[src/rtl/mux8_rr_arbiter.sv]
// Round-robin arbiter sharing one 8:1 wide datapath among eight requesters,
// with burst locking and a single registered valid/ready output slot.

module mux8_1_wide #(
  parameter int WIDTH = 64
) (
  input  logic [2:0]       sel,
  input  logic [WIDTH-1:0] in [0:7],
  output logic [WIDTH-1:0] out
);

  always_comb begin
    out = '0;
    case (sel)
      3'd0: out = in[0];
      3'd1: out = in[1];
      3'd2: out = in[2];
      3'd3: out = in[3];
      3'd4: out = in[4];
      3'd5: out = in[5];
      3'd6: out = in[6];
      3'd7: out = in[7];
      default: out = '0;
    endcase
  end

endmodule

module mux8_rr_arbiter #(
  parameter int WIDTH = 64
) (
  input  logic             clk,
  input  logic             reset,
  input  logic [7:0]       req,
  input  logic [WIDTH-1:0] in [0:7],
  input  logic [7:0]       last,
  output logic [7:0]       gnt,
  output logic             out_valid,
  input  logic             out_ready,
  output logic [WIDTH-1:0] out_data,
  output logic [2:0]       out_src,
  output logic             out_last,
  output logic             busy
);

  typedef enum logic {IDLE = 1'b0, LOCKED = 1'b1} state_t;

  state_t           state, state_nxt;
  logic [2:0]       ptr;
  logic [2:0]       owner;

  logic [2:0]       winner_p0;
  logic             found_p0;
  logic [2:0]       sel_p0;
  logic             req_ok_p0;
  logic             load_p0;
  logic             fire_p0;
  logic             last_sel_p0;
  logic [WIDTH-1:0] mux_data_p0;

  // Scan ptr, ptr+1, ... ptr+7 (mod 8); descending loop lets the lowest offset win.
  function automatic logic [3:0] rr_pick(input logic [7:0] r, input logic [2:0] p);
    logic [3:0] pick;
    logic [2:0] idx;
    pick = 4'b0000;
    for (int k = 7; k >= 0; k--) begin
      idx = p + 3'(k);
      if (r[idx]) pick = {1'b1, idx};
    end
    return pick;
  endfunction

  // Stage p0: arbitration and datapath select (combinational)
  always_comb begin
    {found_p0, winner_p0} = rr_pick(req, ptr);
  end

  always_comb begin
    sel_p0      = (state == LOCKED) ? owner : winner_p0;
    req_ok_p0   = (state == LOCKED) ? req[owner] : found_p0;
    load_p0     = !out_valid || out_ready;
    fire_p0     = !reset && load_p0 && req_ok_p0;
    last_sel_p0 = last[sel_p0];
  end

  mux8_1_wide #(.WIDTH(WIDTH)) u_mux (
    .sel (sel_p0),
    .in  (in),
    .out (mux_data_p0)
  );

  // FSM: state register
  always_ff @(posedge clk or posedge reset) begin
    if (reset) state <= IDLE;
    else       state <= state_nxt;
  end

  // FSM: next state
  always_comb begin
    state_nxt = state;
    case (state)
      IDLE:    if (fire_p0 && !last_sel_p0) state_nxt = LOCKED;
      LOCKED:  if (fire_p0 &&  last_sel_p0) state_nxt = IDLE;
      default: state_nxt = IDLE;
    endcase
  end

  // FSM: outputs
  always_comb begin
    gnt  = fire_p0 ? (8'd1 << sel_p0) : 8'h00;
    busy = (state == LOCKED);
  end

  // Round-robin pointer advances past a requester only when its burst ends.
  always_ff @(posedge clk or posedge reset) begin
    if (reset) begin
      ptr   <= 3'd0;
      owner <= 3'd0;
    end else if (fire_p0) begin
      if (last_sel_p0)          ptr   <= sel_p0 + 3'd1;
      else if (state == IDLE)   owner <= sel_p0;
    end
  end

  // Stage p1: output slot; a drain and a new load may share one edge
  always_ff @(posedge clk or posedge reset) begin
    if (reset) begin
      out_valid <= 1'b0;
      out_data  <= '0;
      out_src   <= 3'd0;
      out_last  <= 1'b0;
    end else if (fire_p0) begin
      out_valid <= 1'b1;
      out_data  <= mux_data_p0;
      out_src   <= sel_p0;
      out_last  <= last_sel_p0;
    end else if (out_ready) begin
      out_valid <= 1'b0;
    end
  end

endmodule
[config.mk]
export PLATFORM = sky130hd
export DESIGN_NAME = mux8_rr_arbiter
export DESIGN_NICKNAME = d
export VERILOG_FILES = /design/src/rtl/mux8_rr_arbiter.sv
export SDC_FILE = /design/constraint.sdc
export NUM_CORES = 1
export LEC_CHECK = 0
export CAP_MARGIN = 20
export CORE_AREA = 2 2 237 239
export DETAILED_ROUTE_END_ITERATION = 8
export DIE_AREA = 0 0 239 241
export GPL_TIMING_DRIVEN = 1
export PLACE_DENSITY = 0.41
export RECOVER_POWER = 100
export SETUP_SLACK_MARGIN = 0.4
export SYNTH_ARGS = -nofsm -noshare
export SYNTH_HDL_FRONTEND = slang
export SYNTH_HIERARCHICAL = 1
export SYNTH_SLANG_ARGS = --single-unit
[constraint.sdc]
create_clock -name clk -period 5.45 [get_ports clk]
set_input_delay 1.09 -clock clk [delete_from_list [all_inputs] [get_ports clk]]
set_output_delay 1.09 -clock clk [all_outputs]
set_load 0.02 [all_outputs]
* Word-level counts from Yosys, hierarchy flattened
Cells that the tools add are included.
Storage, ports and cells: bits in registers 76, bits of input ports 531, output and inout bits 78, word-level logic and storage cells 84
Operators by class: add/subtract/negate cells 8, $lt $le $gt $ge 10, equality and inequality tests 7, shift operators 1, mux-type cells 37, bitwise logic cells 2, reductions and logical operators 12
Operator list (number):
- one-hot mux 64 bit (8 select lines) | 1
- < comparator 3 x 4 -> 1 bit (second input constant) | 10
- 2-to-1 mux 4 bit | 8
- binary-select mux 1 bit (select 3 bit) | 10
- 2-to-1 mux 1 bit | 15
- adder 3 bit (second input constant) | 4
- equality test 3 bit (second input constant) | 4
- 2-to-1 mux 8 bit | 1
- << shifter 1 x 3 -> 8 bit (first input constant) | 1
- adder 3 x 1 -> 3 bit (second input constant) | 2
- adder 3 x 2 -> 3 bit (second input constant) | 2
- equality test 3 x 2 -> 1 bit (second input constant) | 2
- logical AND 1 bit | 4
- equality test 3 x 1 -> 1 bit (second input constant) | 1
- zero test 1 bit | 3
- zero test 3 bit | 1
- 2-to-1 mux 3 bit | 1
- AND reduction 3 bit | 1
- inverter 1 bit | 2
- one-hot mux 1 bit (2 select lines) | 1
- AND reduction 2 bit | 1
- nonzero test 2 bit | 1
- logical OR 1 bit | 1

* Depth between registers and ports, before layout
depth after elaboration 18, depth in mapped cells 23, mapped depth without buffers 15

* Modules after synthesis
The synthesis kept the hierarchy.
By module, submodules not included:
- mux8_rr_arbiter | times used 1, cells an instance 503, area each 4448.0 µm², seq. area each 1901.8 µm²
- mux8_1_wide | times used 1, cells an instance 605, area each 4354.2 µm², seq. area each 0.0 µm²

* Worst setup path after synthesis
Ideal clock, no wire load.
kind register -> output, start register ptr[1], end output gnt[3], arrival time 3.982 ns, required time 4.360 ns, path slack 0.378 ns, cell stages (with the launch flop) 18, path buffers 5, path through dfrtp_1 -> buf_2 -> buf_2 -> inv_1 -> clkbuf_1 -> ha_1 -> buf_2 -> mux2_1 -> mux4_2 -> o22a_1 -> o211a_1 -> buf_6 -> o21a_1 -> a21oi_1 -> inv_1 -> ha_1 -> ha_1 -> and2_1
Between the ends: cells in the longest elaborated chain, start to end 14, elaborated cells between the ends (all ways) 36, those cells by class add/sub (7); shift (1); mux (27); reduce/logical (1)
RTL lines:
- start, declared | RTL line 49 | logic [2:0] ptr;
- start signal, assigned | RTL line 120 | if (last_sel_p0) ptr <= sel_p0 + 3'd1;
- adder 3 bit | RTL line 67 | idx = p + 3'(k);
- binary-select mux 1 bit (select 3 bit) | RTL line 68 | if (r[idx]) pick = {1'b1, idx};
- 2-to-1 mux 1 bit (not written as such) | RTL line 68
- 2-to-1 mux 4 bit (7 in series) | RTL line 68
- 2-to-1 mux 4 bit * | RTL line 68
- 2-to-1 mux 3 bit * | RTL line 79 | sel_p0 = (state == LOCKED) ? owner : winner_p0;
- named net sel_p0[0] | RTL line 54 | logic [2:0] sel_p0;
- << shifter 1 x 3 -> 8 bit * | RTL line 110 | gnt = fire_p0 ? (8'd1 << sel_p0) : 8'h00;
- 2-to-1 mux 8 bit * | RTL line 110
- end, declared | RTL line 37 | output logic [7:0] gnt,
The timed path passes the listed nets; every way through them passes the cells marked *. The select of a mux whose other input is x is not followed.

* Worst setup path in the final report
start input req[0], end output gnt[4]
Between the ends: cells in the longest elaborated chain, start to end 13, elaborated cells between the ends (all ways) 31, those cells by class shift (1); mux (29); reduce/logical (1)
RTL lines:
- start, declared | RTL line 34 | input logic [7:0] req,
- binary-select mux 1 bit (select 3 bit) | RTL line 68
- 2-to-1 mux 1 bit (not written as such) | RTL line 68
- 2-to-1 mux 4 bit (8 in series) | RTL line 68
- 2-to-1 mux 3 bit / 2-to-1 mux 1 bit (equally long branches) | RTL line 79, 80
- << shifter 1 x 3 -> 8 bit / logical AND 1 bit (equally long branches) | RTL line 110, 82
- 2-to-1 mux 8 bit * | RTL line 110
Every way passes the cells marked *; elsewhere a longest branch is shown, timed or not. The select of a mux whose other input is x is not followed.

==> summary.md <==
| Metric | Value |
|---|---|
| Worst hold path type | reg2reg |
| CP Data Arrival Time | between 3 and 4 ns |
| Met3 WL | 3967 um |
| Via count | roughly 11000 |
| DIE AREA | around 58000 um^2 |
| Leakage | 6.661 nW |
| Hold_buf cts | 0 |
| DR vias/cell | 4.545 |
| Final ANT Viol Nets | 0 |
| Power after layout | between 10 and 15 mW |
| Kind of start point of the critical path | input pin |
| Failing checks | capacitance limit, slew limit |
| Root Buffer Master | clkbuf_16 |
| Yosys cell types | about 60 |
| FF+latch count, synth | 76 |
| Routed length per instance | 23.14 um |
| Layout cells sized above 1 | between 10% and 20% |
| CP cell instances | dlygate4sd2_1 -> buf_6 -> mux4_2 -> buf_4 -> nor4_4 -> nor4_2 -> buf_4 -> o311ai_0 -> clkinv_2 -> and3_1 -> clkdlybuf4s15_2 |
| Largest stage delay, worst path | 0.51 ns |
| Ys Warns | 6 |
| Setup TNS | 0 ns |
| Initial core utilization | between 10% and 20% |
| Final hold vios | 0 |
| Commonest cells after routing, fill and taps aside | clkdlybuf4s50_1 (521), nand2_1 (228), a22oi_1 (107) |
| PwrDens | roughly 660 nW/um^2 |
| Clock Path Buffers | 2 |
| Chip width | roughly 240 um |
| H-tree depth | 3 |
| Area grow syn2layout | 88.80% |
| Routed WL | around 56000 um |
| Drt first pass iters | 5 |
| Worst Path Class, Setup | in2out |
| Clk pin slew, worst setup/hold paths | roughly 0.06 ns |
| DIE HEIGHT | approximately 240 um |
| 1st-iter DRT viols | between 600 and 700 |
| Synth Net Count | between 1500 and 2000 |
| Max Cap Violations | 2 |
| Max Clk Rate | 197.9 MHz |
| Critical path capture point type | primary output |
| Global-route wire length before repair | about 78000 um |
| Largest net degree at the start of global routing | 111 |
| Clock Latency Late Sink | 0.36 ns |
| CTS tree | done |
| NumNets Final | 2268 |
| CORE AREA | approximately 55000 um^2 |
| DRC Markers | 0 |
| Top cell by count, worst path | buf_4 |
| Mapped Area | approximately 8800 um^2 |
| Syn avg cell area | 7.944 um^2 |
| RSZ-0062 raised after global routing | true |
| Most common cell after layout, fill and taps aside | clkdlybuf4s50_1 |
| Ports | about 600 |
| Post-Syn Instances | 1108 |
| Skew final | roughly 0.0050 ns |
| FFs w/ async S/R, synth | 100.0% |
| Minimum period implied by the final worst setup slack | 5.053 ns |
| Cell Rows | 86 |
| Req. time, crit path | 4.36 ns |
| Met2 wire length | around 28000 um |
| Pins Over Slew Limit | 117 |
| CP max FO | 11 |
| Post-synth EDFFs | 0 |
| Final setup fails | 0 |
| Synth Flop Type | dfrtp_1 |
| Port Buffers | 608 |
| Max rail drop VDD | about 0.0005 V |
| Grt ovf | 0 |
| Total GRT Usage | about a fifth |
| Vias in the first global route | ~12000 |
| CTS buffer count | 9 |
| Slowest CP cell | mux4_2 |
| Met1 wire length | roughly 23000 um |
| CTS Sinks | 76 |
| Detailed Place HPWL | between 40000 and 50000 um |
| Sequential area share after synthesis | about 22% |
| Status | complete, but fails checks |
| Final period util | 92.72% |
| Top Layer Used | met5 |
| Max-Slew Margin vs Limit | -54.66% |
| Initial antenna violation count | 6 |
| Gp weighted congestion | 0.8361 |
| Worst-Margin Slew | between 2 and 2.5 ns |
==> flip-flops by register name, summed over array words and instances, names as in the netlist, named ones only <==
name and count:
out_data 64, out_src 3, owner 3, ptr 3
out_last 1, out_valid 1
==> cell usage after synthesis (7+ instances only) <==
| cell type | count | area (um^2) |
|---|---|---|
| clkbuf_1 | 47 | 176.4 |
| nor2_1 | 62 | 232.7 |
| buf_4 | 12 | 90.09 |
| a21oi_1 | 7 | 35.03 |
| mux2i_1 | 32 | 320.3 |
| mux4_2 | 20 | 450.4 |
| buf_2 | 49 | 245.2 |
| a31oi_1 | 52 | 325.3 |
| dfrtp_1 | 76 | 1902 |
| mux2_2 | 62 | 698.2 |
| a221oi_1 | 13 | 113.9 |
| nand3_1 | 8 | 40.04 |
| o21ai_0 | 14 | 70.07 |
| nand2_1 | 228 | 855.8 |
| a21bo_2 | 50 | 500.5 |
| o32a_1 | 8 | 80.08 |
| inv_1 | 31 | 116.4 |
| a22oi_1 | 107 | 803.3 |
| o2bb2ai_1 | 8 | 70.07 |
| ha_1 | 8 | 100.1 |
| nand2b_1 | 64 | 400.4 |
| o32ai_1 | 9 | 78.83 |
| o211ai_1 | 52 | 390.4 |
==> where the power goes <==
group	internal, mW	switching [mW]	leakage [nW]
clock network	0.400	0.283	0.151
registers	0.853	0.172	0.934
logic	4.11	5.19	5.57
total	5.36	5.65	6.66
==> layout make-up <==
type / count / area, um^2
repair buffers: 721 / 7051
flip-flops and latches: 76 / 1902
inverters: 32 / 130.1
clock buffers: 9 / 225.2
well taps: 704 / 880.8
diodes: 4 / 10.01
fillers: 5904 / 38260
multi-input cells: 889 / 6330
clock inverters: 6 / 90.09
==> logic make-up after synthesis <==
| logic type | count (synthesis) | synth area share [%] |
|---|---|---|
| DFF | 76 | 21.61 |
| buffers and inverters | 144 | 7.690 |
| AOI/OAI and AO/OA | 355 | 31.36 |
| muxes | 118 | 17.24 |
| xor gates and xnor gates | 4 | 0.3981 |
| and+or+nand+nor | 403 | 20.57 |
| adders and majority gates | 8 | 1.137 |
==> worst paths after layout <==
check                             start  cells after the start           end  slack, ns
min in group asynchronous         reset                      2    out_src[1]       1.81
max in group asynchronous         reset                      3  out_data[23]       1.80
hold reg to reg            out_data[38]                      2  out_data[38]       0.47
hold / removal             out_data[38]                      2  out_data[38]       0.47
setup reg to reg                 ptr[0]                     21   out_data[2]       0.82
setup / recovery                 req[0]                     11        gnt[4]       0.40
==> critical path: cells and delay by family <==
family | cells | cell delay, ns
AOI/OAI and AO/OA | 1 | 0.51
muxes | 1 | 0.51
and+or+nand+nor | 3 | 0.59
buffers and inverters | 6 | 1.27
==> routing by layer <==
layer  track usage [%]  vias to the layer above
met5                 0                        -
met4             5.871                        2
met3             5.101                       69
met2             33.33                      453
met1             21.51                     5232
li1                  -                     5339
==> through the flow <==
stage	hold slack (ns)	area, um^2	util, %	setup WS [ns]	instances
2_1_floorplan	0.4998	8803	-	0.4361	1108
3_3_place_gp	0.4583	16190	29.50	-0.3708	2414
3_5_place_dp	0.4619	16190	29.50	-0.3720	2414
4_1_cts	0.4791	16590	30.23	0.4274	2436
5_1_grt	0.4931	16620	30.28	0.1581	2441
6_report	0.4657	16620	30.28	0.3970	2441
==> repair_timing <==
action / CTS / global route
pin swaps: 4 / 2
gates cloned: 1 / 0
resized for setup: 53 / 20
setup endpoints to repair: 18 / 13
setup buffers: 6 / 1
Note: power is estimated with default switching activity, not from simulation.
